<file path="src/rtl/player_input.sv">
// Player input front end: synchronizes and debounces the 3x3 pad, start and super buttons,
// and runs the super-mode timer/charge FSM on the debounce strobe.
module player_input #(
    parameter int PRESCALE      = 100000,
    parameter int DEB_SAMPLES   = 4,
    parameter int SUPER_LEN     = 2000,
    parameter int COOL_LEN      = 1000,
    parameter int SUPER_CHARGES = 2
) (
    input  logic       clk,
    input  logic       rst,
    input  logic [8:0] btn_raw,
    input  logic       start_raw,
    input  logic       super_raw,
    input  logic [1:0] game_state,
    output logic [8:0] box,
    output logic       start,
    output logic       super_mode,
    output logic [1:0] super_left
);

    localparam int NIN = 11;
    localparam int PW  = (PRESCALE > 1) ? $clog2(PRESCALE) : 1;
    localparam int FW  = $clog2(DEB_SAMPLES + 1);
    localparam logic [1:0] GS_INIT = 2'b00;
    localparam logic [1:0] GS_PLAY = 2'b01;

    typedef enum logic [1:0] {READY, ACTIVE, COOL} super_state_t;

    logic [NIN-1:0]         raw, sync1, sync2, deb, all1, all0;
    logic [DEB_SAMPLES-1:0] hist [NIN];
    logic [PW-1:0]          pre_cnt;
    logic                   strobe;
    logic [FW-1:0]          fill_cnt;
    logic                   fill_done;
    logic [1:0]             armed;
    logic                   start_rise, super_rise, play;

    super_state_t state_q, state_n;
    logic [11:0]  timer_q, timer_n;
    logic [1:0]   left_q, left_n;

    assign raw       = {super_raw, start_raw, btn_raw};
    assign strobe    = (pre_cnt == PW'(PRESCALE - 1));
    assign fill_done = (fill_cnt == FW'(DEB_SAMPLES));
    assign box       = deb[8:0];
    assign super_left = left_q;
    assign play      = (game_state == GS_PLAY);

    always_ff @(posedge clk or posedge rst) begin
        if (rst) begin
            sync1   <= '0;
            sync2   <= '0;
            pre_cnt <= '0;
        end else begin
            sync1   <= raw;
            sync2   <= sync1;
            pre_cnt <= strobe ? '0 : pre_cnt + PW'(1);
        end
    end

    always_ff @(posedge clk or posedge rst) begin
        if (rst) begin
            for (int unsigned i = 0; i < NIN; i++) hist[i] <= '0;
        end else if (strobe) begin
            for (int unsigned i = 0; i < NIN; i++)
                hist[i] <= (hist[i] << 1) | DEB_SAMPLES'(sync2[i]);
        end
    end

    always_comb begin
        all1 = '0;
        all0 = '0;
        for (int unsigned i = 0; i < NIN; i++) begin
            all1[i] = &hist[i];
            all0[i] = ~|hist[i];
        end
    end

    // Start/super edges only count once a genuinely low history has been seen,
    // so buttons held through reset release never fire.
    assign start_rise = all1[9]  & ~deb[9]  & armed[0];
    assign super_rise = all1[10] & ~deb[10] & armed[1];

    always_ff @(posedge clk or posedge rst) begin
        if (rst) begin
            deb      <= '0;
            fill_cnt <= '0;
            armed    <= '0;
            start    <= 1'b0;
        end else begin
            deb   <= all1 | (deb & ~all0);
            start <= start_rise;
            armed <= armed | ({all0[10], all0[9]} & {2{fill_done}});
            if (strobe && !fill_done) fill_cnt <= fill_cnt + FW'(1);
        end
    end

    always_comb begin
        state_n = state_q;
        timer_n = timer_q;
        left_n  = left_q;
        case (state_q)
            READY: begin
                if (super_rise && play && left_q != 2'd0) begin
                    state_n = ACTIVE;
                    left_n  = left_q - 2'd1;
                    timer_n = 12'(SUPER_LEN - 1);
                end
            end
            ACTIVE: begin
                if (!play) begin
                    state_n = READY;
                    timer_n = '0;
                end else if (strobe) begin
                    if (timer_q == 12'd0) begin
                        state_n = COOL;
                        timer_n = 12'(COOL_LEN - 1);
                    end else begin
                        timer_n = timer_q - 12'd1;
                    end
                end
            end
            COOL: begin
                if (!play) begin
                    state_n = READY;
                    timer_n = '0;
                end else if (strobe) begin
                    if (timer_q == 12'd0) state_n = READY;
                    else                  timer_n = timer_q - 12'd1;
                end
            end
            default: begin
                state_n = READY;
                timer_n = '0;
            end
        endcase
        if (game_state == GS_INIT) left_n = 2'(SUPER_CHARGES);
    end

    always_ff @(posedge clk or posedge rst) begin
        if (rst) begin
            state_q    <= READY;
            timer_q    <= '0;
            left_q     <= 2'(SUPER_CHARGES);
            super_mode <= 1'b0;
        end else begin
            state_q    <= state_n;
            timer_q    <= timer_n;
            left_q     <= left_n;
            super_mode <= (state_n == ACTIVE);
        end
    end

endmodule

</file>
<file path="config.mk">
export PLATFORM = sky130hd
export DESIGN_NAME = player_input
export DESIGN_NICKNAME = d
export VERILOG_FILES = /design/src/rtl/player_input.sv
export SDC_FILE = /design/constraint.sdc
export NUM_CORES = 1
export LEC_CHECK = 0
export CORE_MARGIN = 5
export CORE_UTILIZATION = 60
export DETAILED_ROUTE_END_ITERATION = 12
export GPL_TIMING_DRIVEN = 0
export PLACE_DENSITY_LB_ADDON = 0.08
export SYNTH_ARGS = -nofsm -noshare
export SYNTH_HDL_FRONTEND = slang
export SYNTH_SLANG_ARGS = --single-unit
</file>
<file path="constraint.sdc">
create_clock -name clk -period 12.1 [get_ports clk]
set_clock_uncertainty 0.2 [all_clocks]
set_input_delay 1.815 -clock clk [delete_from_list [all_inputs] [get_ports clk]]
set_output_delay 1.815 -clock clk [all_outputs]
set_load 0.02 [all_outputs]
</file>
==> Word level (Yosys, flattened, before mapping) <==
Cells that the tools add are included.
{ "totals": {"wordCells": 123, "regBits": 117} }
{ "classes": {"reduce_logical": 45, "n_addsub": 4, "n_eq_ne": 10, "mux": 20, "bitwise_logic": 22} }
{ "op_table": {"columns": ["operator", "count"], "rows": [
  ["$mux W12", 7],
  ["$reduce_and A4 Y1", 12],
  ["$or A4 B1 Y4", 11],
  ["$reduce_or A4 Y1", 11],
  ["$pmux W12 S3", 1],
  ["$mux W2", 10],
  ["$add A17 B1 Y17 const B", 1],
  ["$eq A17 B17 Y1 const B", 1],
  ["$mux W17", 1],
  ["$logic_not A1 Y1", 12],
  ["$logic_not A12 Y1", 1],
  ["$sub A12 B1 Y12 const B", 1],
  ["$and A11 B11 Y11", 1],
  ["$not A11 Y11", 1],
  ["$or A11 B11 Y11", 1],
  ["$ne A3 B3 Y1 const B", 3],
  ["$eq A2 B1 Y1 const B", 3],
  ["$pmux W2 S3", 1],
  ["$reduce_bool A2 Y1", 3],
  ["$and A1 B1 Y1", 4],
  ["$logic_not A2 Y1", 2],
  ["$add A3 B1 Y3 const B", 1],
  ["$eq A3 B3 Y1 const B", 1],
  ["$logic_and A1 B1 Y1", 3],
  ["other kinds (7)", 8]
]} }

==> Depth between registers and ports, before layout <==
{ "depth": {"ltp_word": 8, "mapped_depth": 8, "depth_no_buf": 7} }

==> Least setup slack after synthesis <==
OpenSTA, ideal clock, no wires.
{ "synth_timing": {"path_type": "input to register", "from": "input port game_state[0]", "to": "register timer_q[0]", "setup_time_ps": 125, "stages": 7, "path_slack_ps": 8777, "arrival_time_ps": 2998, "n_path_buf": 2, "cell_sequence": "nor2b_1 > clkbuf_1 > nand3_1 > a22oi_2 > and2_4 > buf_6 > mux2_4"} }
{ "synth_between": {"elab_chain_cells": 5, "elab_cells_between_ends": 11, "classes_between": "eq/ne (5); mux (3); reduce/logical (3)"} }
{ "synth_rtl": {"columns": ["item", "line", "rtl"], "rows": [
  ["start, declared", "15", "input logic [1:0] game_state,"],
  ["$eq A2 B1 Y1 (*)", "48", "assign play = (game_state == GS_PLAY);"],
  ["$logic_and A1 B1 Y1 (2 in a row)", "105", "if (super_rise && play && left_q != 2'd0) begin"],
  ["$ne A2 B2 Y1 (no line)", null, null],
  ["$reduce_and A4 Y1 (no line)", null, null],
  ["end signal, assigned", "149", "timer_q <= timer_n;"],
  ["end, declared", "40", "logic [11:0] timer_q, timer_n;"]
]} }
Every way passes the cells marked *; elsewhere a longest branch is shown, timed or not.
A chain may end at the register's enable or synchronous reset.

==> Worst setup path after layout <==
{ "layout_timing": {"from": "register left_q[1], in the netlist super_left[1]", "to": "output port super_left[1]"} }
{ "layout_rtl": {"columns": ["item", "line", "rtl"], "rows": [
  ["start, declared", "41", "logic [1:0] left_q, left_n;"],
  ["start signal, assigned", "145", "left_q <= 2'(SUPER_CHARGES);"],
  ["start signal, assigned", "150", "left_q <= left_n;"],
  ["end, declared", "19", "output logic [1:0] super_left"]
]} }
No word-level cell between the ends.

==> impl_metrics.tcl <==
set metrics [dict create \
    tightest_slew_ns 0.699 \
    antenna_found_initial 0 \
    ys.flop_type "dfrtp_1" \
    path_class "flop to output port" \
    rows 33 \
    postSynthAreaPerCell_um2 10.1 \
    cp.required_ns 10.09 \
    htreeDepth 4 \
    critPathMaxStageDelay_ns 0.60 \
    status "finished, final reports clean" \
    syn_area_um2 5060 \
    crit_path_top_delay_cell "clkdlybuf4s50_1" \
    synth_edf_count 0 \
    final_core_util_pct 74.0 \
    ys_warn_count 0 \
    grt_max_degree 64 \
    ys_seq_area_share_pct 57.9 \
    synth.net_count 522 \
    wl_per_cell_um 15.0 \
    holdPathStages 0 \
    grtUsageTotal_pct 21.7 \
    portBuffers 27 \
    hold_path_class "flop to flop" \
    setup_slack_ns 8.43 \
    ys_ff_latch 117 \
    synth_cells 501 \
    fin_nets 569 \
    multi_input_area_um2 1920 \
    cts-root-buf "clkbuf_8" \
    worstReg2RegEnd "timer_q[0]" \
    chipHeight_um 102 \
    drc 0 \
    synth_cell_types 55 \
    end_kind "output port" \
    synthArstFlopShare_pct 100 \
    hold_start "sync1[5]" \
    n_antenna_cell 0 \
    crit_family "buffers and inverters" \
    cts_buffers 17 \
    cap_violations 0 \
    path_clk_slew_ns 0.06 \
    pre_cts_ws_ns 8.03 \
    max_freq_ghz 0.273 \
    power_leakage_uw 0.00298 \
    post_cts_buffers 0 \
    vias 3659 \
    setup_viol 0 \
    critPathBufInv 1 \
    area_growth_syn_to_layout_pct 20.1 \
    synth_top_area_share_pct 57.3 \
    r2r-start "pre_cnt[0]" \
    ctsHoldBuffers 0 \
    cts_tree "yes" \
    io_pins 28 \
    powerDensity_nw_per_um2 150 \
    grt_overflow 0 \
    drive_gt1_share_pct 12.8 \
    crit_chain "clkdlybuf4s50_1" \
    min_to "sync2[5]" \
    period_share_pct 30.3 \
    path_max_fanout 3 \
    hold_viol_final 0 \
    firstDrtPassIters 4 \
    postRouteAntennaNets 0 \
    setup_tns_ns 0 \
    ir_drop_mv 0.112 \
    clock-sinks 117 \
    worstSkewPairLatency_ns 0.52 \
    die_w_um 102 \
    dp.final_hpwl_um 6280 \
    fin_crit_ns 3.67 \
    final-max-slew-violation-count 0 \
    arrival_ns 1.65 \
    synth.area.top_cells "dfrtp_1 (57%), nand2_1 (11%), a31oi_1 (2.3%)" \
    rr_worst_depth 7 \
    rsz0062_at_grt "false" \
    core_um2 8220 \
    grt_pass1_wl_um 17400 \
    grt_pass1_vias 3741 \
    fillers 582 \
    dieArea_um2 10400 \
    layout.area.seq_um2 2930 \
    post_cts_resized 0 \
    gp_congestion 0.819 \
    cp-start-kind "flop" \
    drt-total-wl_um 9970 \
    regToRegSetupSlack_ns 9.75 \
    max_slew_margin_pct 53.4 \
    cts_max_path_buffers 2 \
    synth_top_area_cell "dfrtp_1" \
    initial_core_util_pct 61.6 \
    drtIter0Drc 138 \
    viasPerCell 5.49 \
]
[synthesized netlist by cell type (3+ instances only)]
library cell and count:
nand4_1 7, nor3b_1 3, nand3_1 8, inv_1 15, buf_1 3, o211a_1 4
o211ai_1 6, o22a_1 3, a31oi_1 19, xnor2_1 8, ha_1 6, nand2_1 146
dfrtp_1 116, buf_4 11, xor2_1 9, buf_2 8, and3_1 6, clkbuf_1 4
and2_1 3, o21ai_0 11, nor2b_1 4, nor2_1 30, a21oi_1 17, nor3_1 7
or3_1 9
[cells by family after synthesis]
family	Yosys count	share of synthesized area [%]
simple gates	239	22.3
mux	3	0.816
flops	117	57.9
xor+xnor	17	2.94
compound gates	77	10.4
buf+inv	42	4.28
fa+ha+maj	6	1.48
[sequential cells by signal, summed over array words and instances (netlist names), 2 cells and up]
signal,flops
state_q,2
fill_cnt,3
sync2,11
armed,2
sync1,11
super_left,2
deb,11
timer_q,12
hist,44
pre_cnt,17
[area by class of cell]
type	instances	share of cell area, %
repair buffers	28	4.90
multi-input cells	342	31.5
clock buffers	19	7.26
flip-flops and latches	117	48.2
well taps	105	2.16
plain buffers	27	2.63
inverters	15	0.967
clock inverters	13	2.39
[how the worst max path moves through the flow]
stage,startpoint,to,slack (ns),depth (start not counted)
6_report,super_left[1],super_left[1],8.43,1
5_1_grt,deb[8],box[8],8.37,2
4_1_cts,super_left[1],super_left[1],8.41,1
3_5_place_dp,game_state[0],timer_q[0],8.03,8
3_3_place_gp,rst,hist[33],5.43,2
2_1_floorplan,rst,armed[0],6.99,1
[through the flow]
| stage | hold WS [ns] | total power (µW) | instances | area [µm²] |
|---|---|---|---|---|
| after floorplan | 0.131 | 419 | 501 | 5060 |
| final | 0.148 | 913 | 666 | 6080 |
| after global routing | 0.157 | 942 | 666 | 6080 |
| after detailed placement | 0.135 | 429 | 634 | 5490 |
| after global placement | 0.132 | 427 | 633 | 5460 |
| after CTS | 0.149 | 921 | 666 | 6080 |
[report_power, final]
group	total [µW]	leakage, µW	internal (µW)	switching, µW
clock network	491	0.000282	306	185
registers	400	0.00154	397	2.95
logic	22.1	0.00116	8.69	13.4
total	913	0.00298	712	202
[layout by cell type, fill, tap and decap left out, types with 11 or more instances in the layout]
cell             synthesis  layout
a21oi_1                 17      17
a31oi_1                 19      19
buf_4                   11      11
clkbuf_16                0      16
clkdlybuf4s50_1          0      27
dfrtp_1                116     116
inv_1                   15      14
nand2_1                146     146
nor2_1                  30      30
o21ai_0                 11      11
[per-layer routing]
layer / GRT usage [%] / up-vias / part of all wire (%)
li1: - / 1793 / -
met2: 35.0 / 78 / 49
met5: 0 / - / 0
met3: 6.62 / 9 / 4.1
met1: 28.0 / 1779 / 46
met4: 8.07 / 0 / 1.1
Note: power is estimated with default switching activity, not from simulation.
